## config.mk

```make
export PLATFORM = sky130hd
export DESIGN_NAME = ifetch_unit
export DESIGN_NICKNAME = d
export VERILOG_FILES = /design/src/rtl/ifetch_unit.sv
export SDC_FILE = /design/constraint.sdc
export NUM_CORES = 1
export LEC_CHECK = 0
export ABC_AREA = 1
export BUFFER_PORTS_ARGS = -buffer_cell sky130_fd_sc_hd__buf_2
export CAP_MARGIN = 0
export CORE_MARGIN = 1.5
export CORE_UTILIZATION = 40
export DETAILED_ROUTE_END_ITERATION = 8
export PLACE_DENSITY = 0.64
export SLEW_MARGIN = 10
export SYNTH_ARGS = -nofsm -noshare
export SYNTH_HDL_FRONTEND = slang
export SYNTH_SLANG_ARGS = --single-unit
export TNS_END_PERCENT = 50
```

## constraint.sdc

```tcl
create_clock -name clk -period 7 [get_ports clk]
set_input_delay 1.05 -clock clk [delete_from_list [all_inputs] [get_ports clk]]
set_output_delay 1.05 -clock clk [all_outputs]
set_load 0.005 [all_outputs]
```

## src/rtl/ifetch_unit.sv

```systemverilog
// ============================================================================
// ifetch_unit
// ----------------------------------------------------------------------------
// Instruction fetch front end for the RV64I datapath. Owns the fetch PC,
// issues in-order word reads to instruction memory, buffers the returned
// words in a small FIFO and hands them to the datapath tagged with their PC.
// A redirect flushes everything buffered or in flight and restarts fetch at
// the new target.
//
// Parameters:
//   RESET_PC        fetch PC loaded on reset
//   DEPTH           instruction FIFO entries (power of 2, >= 2)
//   MAX_OUTSTANDING max issued-but-unreturned memory requests
//
// Ports:
//   clk, rst_n              clock / asynchronous active-low reset
//   mem_req_valid/ready     fetch request handshake
//   mem_req_addr            word-aligned fetch address (current fetch PC)
//   mem_rsp_valid/data      in-order response word from memory
//   instr_valid/ready       delivery handshake to the datapath
//   instr_data, instr_pc    FIFO head word and its PC
//   redirect_valid/pc       one-cycle restart request and its target
// ============================================================================
module ifetch_unit #(
    parameter logic [63:0] RESET_PC        = 64'h0,
    parameter int unsigned DEPTH           = 4,
    parameter int unsigned MAX_OUTSTANDING = 2
) (
    input  logic        clk,
    input  logic        rst_n,
    output logic        mem_req_valid,
    input  logic        mem_req_ready,
    output logic [63:0] mem_req_addr,
    input  logic        mem_rsp_valid,
    input  logic [31:0] mem_rsp_data,
    output logic        instr_valid,
    input  logic        instr_ready,
    output logic [31:0] instr_data,
    output logic [63:0] instr_pc,
    input  logic        redirect_valid,
    input  logic [63:0] redirect_pc
);

    localparam int unsigned PTR_W = $clog2(DEPTH);
    localparam int unsigned CNT_W = $clog2(DEPTH + 1);
    localparam int unsigned OUT_W = $clog2(MAX_OUTSTANDING + 1);
    localparam int unsigned SUM_W = ((CNT_W > OUT_W) ? CNT_W : OUT_W) + 1;

    // Architectural state
    logic [63:0]      fetch_pc;
    logic [OUT_W-1:0] outstanding;
    logic [OUT_W-1:0] drop_cnt;
    logic [CNT_W-1:0] fifo_count;
    logic [PTR_W-1:0] rd_ptr;
    logic [PTR_W-1:0] wr_ptr;
    logic [31:0]      data_mem [DEPTH];
    logic [63:0]      pc_mem   [DEPTH];

    // Per-cycle decisions
    logic [SUM_W-1:0] credit_used;
    logic             issue_ok;
    logic             accept;
    logic             rsp_fire;
    logic             rsp_drop;
    logic             push;
    logic             pop;
    logic [63:0]      rsp_pc;
    logic [OUT_W-1:0] outstanding_next;

    // Request side. Every buffered word plus every in-flight request holds
    // one FIFO slot, so a returning response can never find the FIFO full.
    // Because the credit sum can only shrink while a request waits, the
    // request stays stable until accepted unless a redirect cancels it.
    // The request is also suppressed while reset is held.
    always_comb begin
        credit_used   = SUM_W'(fifo_count) + SUM_W'(outstanding);
        issue_ok      = (credit_used < SUM_W'(DEPTH)) &&
                        (outstanding < OUT_W'(MAX_OUTSTANDING));
        mem_req_valid = rst_n && issue_ok && !redirect_valid;
        mem_req_addr  = fetch_pc;
        accept        = mem_req_valid && mem_req_ready;
    end

    // Response side. Responses come back in request order, so the oldest
    // outstanding request is always the one returning. Stale responses
    // (issued before a redirect) sit at the front of that order and are
    // counted off by drop_cnt. Once they are gone every outstanding request
    // is live and consecutive, ending at fetch_pc-4, which gives the PC of
    // the returning word without a separate PC queue.
    always_comb begin
        rsp_fire         = mem_rsp_valid && (outstanding != '0);
        rsp_drop         = rsp_fire && ((drop_cnt != '0) || redirect_valid);
        push             = rsp_fire && !rsp_drop;
        rsp_pc           = fetch_pc - {{(64 - OUT_W - 2){1'b0}}, outstanding, 2'b00};
        outstanding_next = outstanding + OUT_W'(accept) - OUT_W'(rsp_fire);
    end

    // Delivery side. Outputs come only from registered FIFO state; the
    // data/pc read as zero whenever nothing is buffered.
    always_comb begin
        instr_valid = (fifo_count != '0);
        instr_data  = instr_valid ? data_mem[rd_ptr] : 32'h0;
        instr_pc    = instr_valid ? pc_mem[rd_ptr]   : 64'h0;
        pop         = instr_valid && instr_ready;
    end

    // Fetch PC: a redirect wins over an accept (the two never coincide since
    // the request is withheld during a redirect). Low two target bits are
    // forced to zero so fetch stays word aligned.
    always_ff @(posedge clk or negedge rst_n) begin
        if (!rst_n) begin
            fetch_pc <= RESET_PC;
        end else if (redirect_valid) begin
            fetch_pc <= redirect_pc & ~64'h3;
        end else if (accept) begin
            fetch_pc <= fetch_pc + 64'd4;
        end
    end

    // In-flight bookkeeping. On a redirect everything still outstanding after
    // this cycle's accept/response becomes stale and must be dropped; the
    // response arriving in the redirect cycle itself is already discarded.
    always_ff @(posedge clk or negedge rst_n) begin
        if (!rst_n) begin
            outstanding <= '0;
            drop_cnt    <= '0;
        end else begin
            outstanding <= outstanding_next;
            if (redirect_valid) begin
                drop_cnt <= outstanding_next;
            end else if (rsp_fire && (drop_cnt != '0)) begin
                drop_cnt <= drop_cnt - OUT_W'(1);
            end
        end
    end

    // FIFO occupancy and pointers. A redirect empties the FIFO on the next
    // cycle; a pop in the redirect cycle is simply absorbed by the flush.
    // Pointers wrap naturally because DEPTH is a power of two.
    always_ff @(posedge clk or negedge rst_n) begin
        if (!rst_n) begin
            fifo_count <= '0;
            rd_ptr     <= '0;
            wr_ptr     <= '0;
        end else if (redirect_valid) begin
            fifo_count <= '0;
            rd_ptr     <= '0;
            wr_ptr     <= '0;
        end else begin
            fifo_count <= fifo_count + CNT_W'(push) - CNT_W'(pop);
            if (push) begin
                wr_ptr <= wr_ptr + PTR_W'(1);
            end
            if (pop) begin
                rd_ptr <= rd_ptr + PTR_W'(1);
            end
        end
    end

    // FIFO storage. Contents need no reset since reads are masked by the
    // occupancy count.
    always_ff @(posedge clk) begin
        if (push) begin
            data_mem[wr_ptr] <= mem_rsp_data;
            pc_mem[wr_ptr]   <= rsp_pc;
        end
    end

endmodule

```

# Yosys cells after proc, flatten, opt, wreduce, memory -nomap -nowiden
# Memory sizes are Yosys's and may differ from the RTL's.
# Index checks and enable logic that the tools add are counted.
# classes
mul	0
n_mux	13
bitwise	0
n_addsub	10
div_mod_pow	0
n_lt_le_gt_ge	2
n_shift	0
eq_ne	0
n_reduce_logical	19
# op_table
cell	n
two-way mux 64 bit	3
adder 64 x 3 -> 64 bit (second input constant)	1
subtractor 64 x 4 -> 64 bit	1
two-way mux 32 bit	1
two-way mux 2 bit	6
nonzero test 2 bit	6
logical AND 1 bit	9
adder 2 x 1 -> 2 bit (second input constant)	2
adder 3 x 2 -> 4 bit	1
less-than comparator 4 x 3 -> 1 bit (second input constant)	1
adder 3 x 1 -> 3 bit	1
two-way mux 3 bit	1
nonzero test 3 bit	1
subtractor 3 x 1 -> 3 bit	1
adder 2 x 1 -> 2 bit	1
zero test 1 bit	2
less-than comparator 2 bit (second input constant)	1
two-way mux 1 bit	2
subtractor 2 x 1 -> 2 bit	1
subtractor 2 x 1 -> 2 bit (second input constant)	1
logical OR 1 bit	1
# totals
ram_bits	384
register_bits	75
latchBits	0
n_memories	2
rom_bits	0
# memory_table
memory	words	width	read_ports	rd_ports_with_merged_regs	write_ports	line_no	text
pc_mem	4	64	1	0	1	57	logic [63:0] pc_mem [DEPTH];
data_mem	4	32	1	0	1	56	logic [31:0] data_mem [DEPTH];

# Longest topological paths before layout
# logic_depth
depth_word	9
depth_mapped	14
ltp_nobuf	14

# Worst setup path after synthesis
# Ideal clock, no wire load.
# synth_timing
path_kind	input -> register
start	in redirect_valid
end	mem data_mem[0][0] (enable)
arrival_ns	5.472
slack_ns	0.980
setup_time_ns	0.548
required_ns	6.452
path_stages	4
path_cell_list	buf_6 inv_2 nand3_1 nor2_1
# synth_between
elab_chain_len	6
# synth_rtl
item	line_no	text
from (decl)	40	input logic redirect_valid,
logical OR 1 bit	92	rsp_drop = rsp_fire && ((drop_cnt != '0) || redirect_valid);
logical AND 1 bit	92	
zero test 1 bit	93	push = rsp_fire && !rsp_drop;
logical AND 1 bit	93	
two-way mux 1 bit	163	if (push) begin
two-way mux 1 bit (implied by the code)	164	data_mem[wr_ptr] <= mem_rsp_data;
to (decl)	56	
# Every way passes these cells.

# Worst setup path in the final report
# layout_timing
start	reg rd_ptr[0]
end	out instr_pc[39]
# layout_between
elab_chain_len	2
# layout_rtl
item	line_no	text
from (decl)	54	logic [PTR_W-1:0] rd_ptr;
from (signal assigned)	155	rd_ptr <= rd_ptr + PTR_W'(1);
memory read (4 x 64 bit)	--	
two-way mux 64 bit	103	instr_pc = instr_valid ? pc_mem[rd_ptr] : 64'h0;
to (decl)	39	output logic [63:0] instr_pc,
# Every way passes these cells.

==> impl_metrics.yaml <==
clock_tree:
  holdBufCountCts: 0
  cts_resized: 0
  cts_buffer_depth: 3
  cts_buffers: 48
  cts_setup_buffers: 0
  clk_pin_slew_worst_paths_ns: 0.06
  clockRootBuffer: "clkbuf_16"
  tritoncts: "done"
  clock-sinks: 449
  ctsHtreeMaxLevel: 2
  insertion_delay_ns: 0.60
power:
  p_per_area_mw_per_mm2: 315
  intPower_mw: 5.23
  p_switching_mw: 2.74
  p_seq_share_pct: 42.7
  p_leak_nw: 9.83
  p_comb_share_pct: 26.9
  switching_share_pct: 34.4
  vdd_ir_drop_max_mv: 0.263
  p_clk_share_pct: 30.4
logic_synthesis:
  synthTopCellsByArea: "edfxtp_1 51%, nor2_1 10%, nand2_1 8.3%, dfrtp_1 8.3%, o21ai_0 4.6%"
  synth_cell_type_count: 39
  synth_enable_flop_cells: 376
  yosys_warnings: 0
  synth_top_cell_area_share_pct: 51.1
  yosys_register_bits: 449
  syn_inst: 2419
  synth_largest_area_cell: "edfxtp_1"
  syn_area_mm2: 0.0221
  synth_ff_type: "edfxtp_1"
  async_flop_share_pct: 16.3
  ys_seq_area_share_pct: 59.4
  postSynthAreaPerCell_um2: 9.13
floorplanning:
  num_rows: 85
  core_area_mm2: 0.0542
  dieArea_mm2: 0.0566
  boundaryPins: 264
  dieWidth_um: 238
  die_h_um: 238
  start_util_pct: 40.7
cells_and_area:
  regArea_mm2: 0.0131
  fin_area_mm2: 0.0253
  final.fill_count: 5123
  drive_gt1_share_pct: 15.6
  final_net_count: 2730
  multi_input_area_mm2: 0.00790
  areaGrowthSynthToFinish_pct: 14.6
worst_setup_path:
  max_stage_delay_ns: 0.83
  slowest_stage: "dfrtp_4"
  path_class: "flop to output port"
  ff2ff_path_depth: 10
  r2r_slack_ns: 3.80
  r2r_start: "fifo_count[1]"
  cp-startpoint: "rd_ptr[0]"
  worstPathMaxFanout: 70
  r2r-end: "mem_req_addr[14]"
  arrival_ns: 3.71
  crit_path_start_kind: "flop"
  cp_data_required_time_ns: 5.95
  worstPathCellList: "buf_4, buf_4, nor2_1, nor2_1, o21ai_0, a21oi_1, buf_2"
  critPathCaptureType: "output port"
global_route:
  grt_pass1_vias: 16600
  antenna_found_initial: 1
  grt_usage_pct: 22.3
  grt_max_degree: 109
  grt_pass1_wl_mm: 96.7
  grt_overflow: 0
place:
  gp_congestion: 0.909
  placed_area_mm2: 0.0238
  portBuffers: 257
  hpwl_mm: 43.1
detailed_routing:
  dr.pass1.iters: 7
  wl_per_cell_um: 19.0
  routed_wirelength_mm: 63.7
  via_count: 17400
  drc: 0
  avgViaCountPerCell: 5.19
  antenna_left: 0
  dr.first_iter.drc_count: 1084
job:
  cap_violations: 0
timing:
  hold_viol: 0
  fmax_mhz: 210
  fin_tns_setup_ns: 0
  timing.final.setup_violations: 0
  slew_violations: 0
  clock_skew_ns: 0.0166
  period_share_pct: 68.0
  min_period_ns: 4.76
  max_slew.worst_pin.slew_ns: 1.02
  slew_headroom_pct: 32.0
  rsz0062_at_grt: "false"
worst_hold_path:
  holdCritPathClass: "input port to async pin"
status:
  status: "completed"
-- synth_stat cells (3+ instances only) --
| cell type | n |
|---|---|
| clkbuf_1 | 48 |
| nand2_2 | 14 |
| xnor2_1 | 5 |
| o21ai_0 | 205 |
| nor2_1 | 605 |
| nand2_1 | 487 |
| buf_2 | 41 |
| buf_4 | 16 |
| ha_1 | 13 |
| nor3_1 | 7 |
| dfrtp_1 | 73 |
| inv_2 | 7 |
| nand3_1 | 126 |
| edfxtp_1 | 376 |
| nor2_4 | 17 |
| o211ai_1 | 6 |
| xor2_1 | 59 |
| inv_1 | 113 |
| o21ai_1 | 16 |
| buf_6 | 5 |
| a21oi_1 | 100 |
| nand2_4 | 4 |
| nor2_2 | 17 |
| o21bai_1 | 3 |
| nand4_1 | 15 |
| buf_1 | 22 |
-- how the worst max path moves through the flow --
stage,endpoint,slack (ns),cells after the start
2_1_floorplan,data_mem[0][0],0.98,4
3_3_place_gp,pc_mem[0][60],2.74,5
3_5_place_dp,pc_mem[0][54],2.72,5
4_1_cts,instr_pc[39],2.13,7
5_1_grt,instr_pc[39],1.89,7
6_report,instr_pc[39],2.24,7
-- area by class of cell --
cell class	count	share of cell area, %
Antenna cell	1	0.00989
Tap cell	696	3.44
Clock buffer	59	4.95
Sequential cell	449	51.9
Timing Repair Buffer	274	5.70
Clock inverter	30	0.999
Multi-Input combinational cell	1718	31.2
Inverter	122	1.82
-- power groups by stage --
stage | logic, mW | registers, mW | clock network (mW)
detailed placement | 2.17 | 3.45 | 0
CTS | 2.18 | 3.40 | 2.48
global placement | 2.13 | 3.45 | 0
global route | 2.41 | 3.43 | 2.58
finish | 2.14 | 3.41 | 2.42
floorplan | 1.35 | 3.29 | 0
-- cells by family (layout without fill, tap and decap cells) --
| family | Yosys count | after routing | share of synthesized area (%) |
|---|---|---|---|
| compound gates | 332 | 332 | 7.66 |
| xor+xnor | 64 | 64 | 2.54 |
| fa+ha+maj | 15 | 15 | 0.918 |
| buf+inv | 255 | 485 | 5.02 |
| flops | 449 | 449 | 59.4 |
| other cells | 1 | 5 | 0.0170 |
| simple gates | 1303 | 1303 | 24.4 |
-- worst max-delay path, delay by kind of cell, from the launching register on --
family | cells | cell delay, ns
AOI/OAI and AO/OA | 2 | 0.42
buffers and inverters | 3 | 1.65
DFF | 1 | 0.83
and+or+nand+nor | 2 | 0.22
-- cells in the final DEF (no fill, tap or decap), drive strengths merged --
cell	count
and3	1
fa	2
xnor2	5
and2	2
nand2	505
o311ai	1
xor2	59
o211ai	6
buf	274
diode	1
clkinvlp	3
a21boi	1
o21ai	221
clkbuf	59
conb	4
inv	123
o21bai	3
nand3	128
or2	1
edfxtp	376
nor2	641
bufinv	3
clkinv	23
nor3	8
dfrtp	73
nor4	2
ha	13
a21oi	100
nand4	15
-- flip-flops by register name (all words and copies together) (netlist names) --
register and count:
mem_req_addr 62, wr_ptr 2, fifo_count 3, rd_ptr 2, outstanding 2, pc_mem 248
data_mem 128, drop_cnt 2
-- metrics by stage --
step	hold WS [ns]	std cells	worst slack (ns)	total power [mW]	utilization, %
after floorplan	0.496	2422	0.980	4.64	-
after global placement	0.517	3259	2.74	5.57	43.9
after detailed placement	0.529	3259	2.72	5.62	43.9
after CTS	0.445	3348	2.13	8.05	46.7
after global routing	0.469	3348	1.89	8.42	46.7
final	0.448	3349	2.24	7.98	46.7
-- layer usage --
layer	track usage (%)	vias to the layer above	share of wire, %
met4	7.57	0	3.2
met2	35.9	634	46
met3	3.78	106	7.2
met5	0	-	0
li1	-	8409	-
met1	30.7	8219	43
Note: power is estimated with default switching activity, not from simulation.
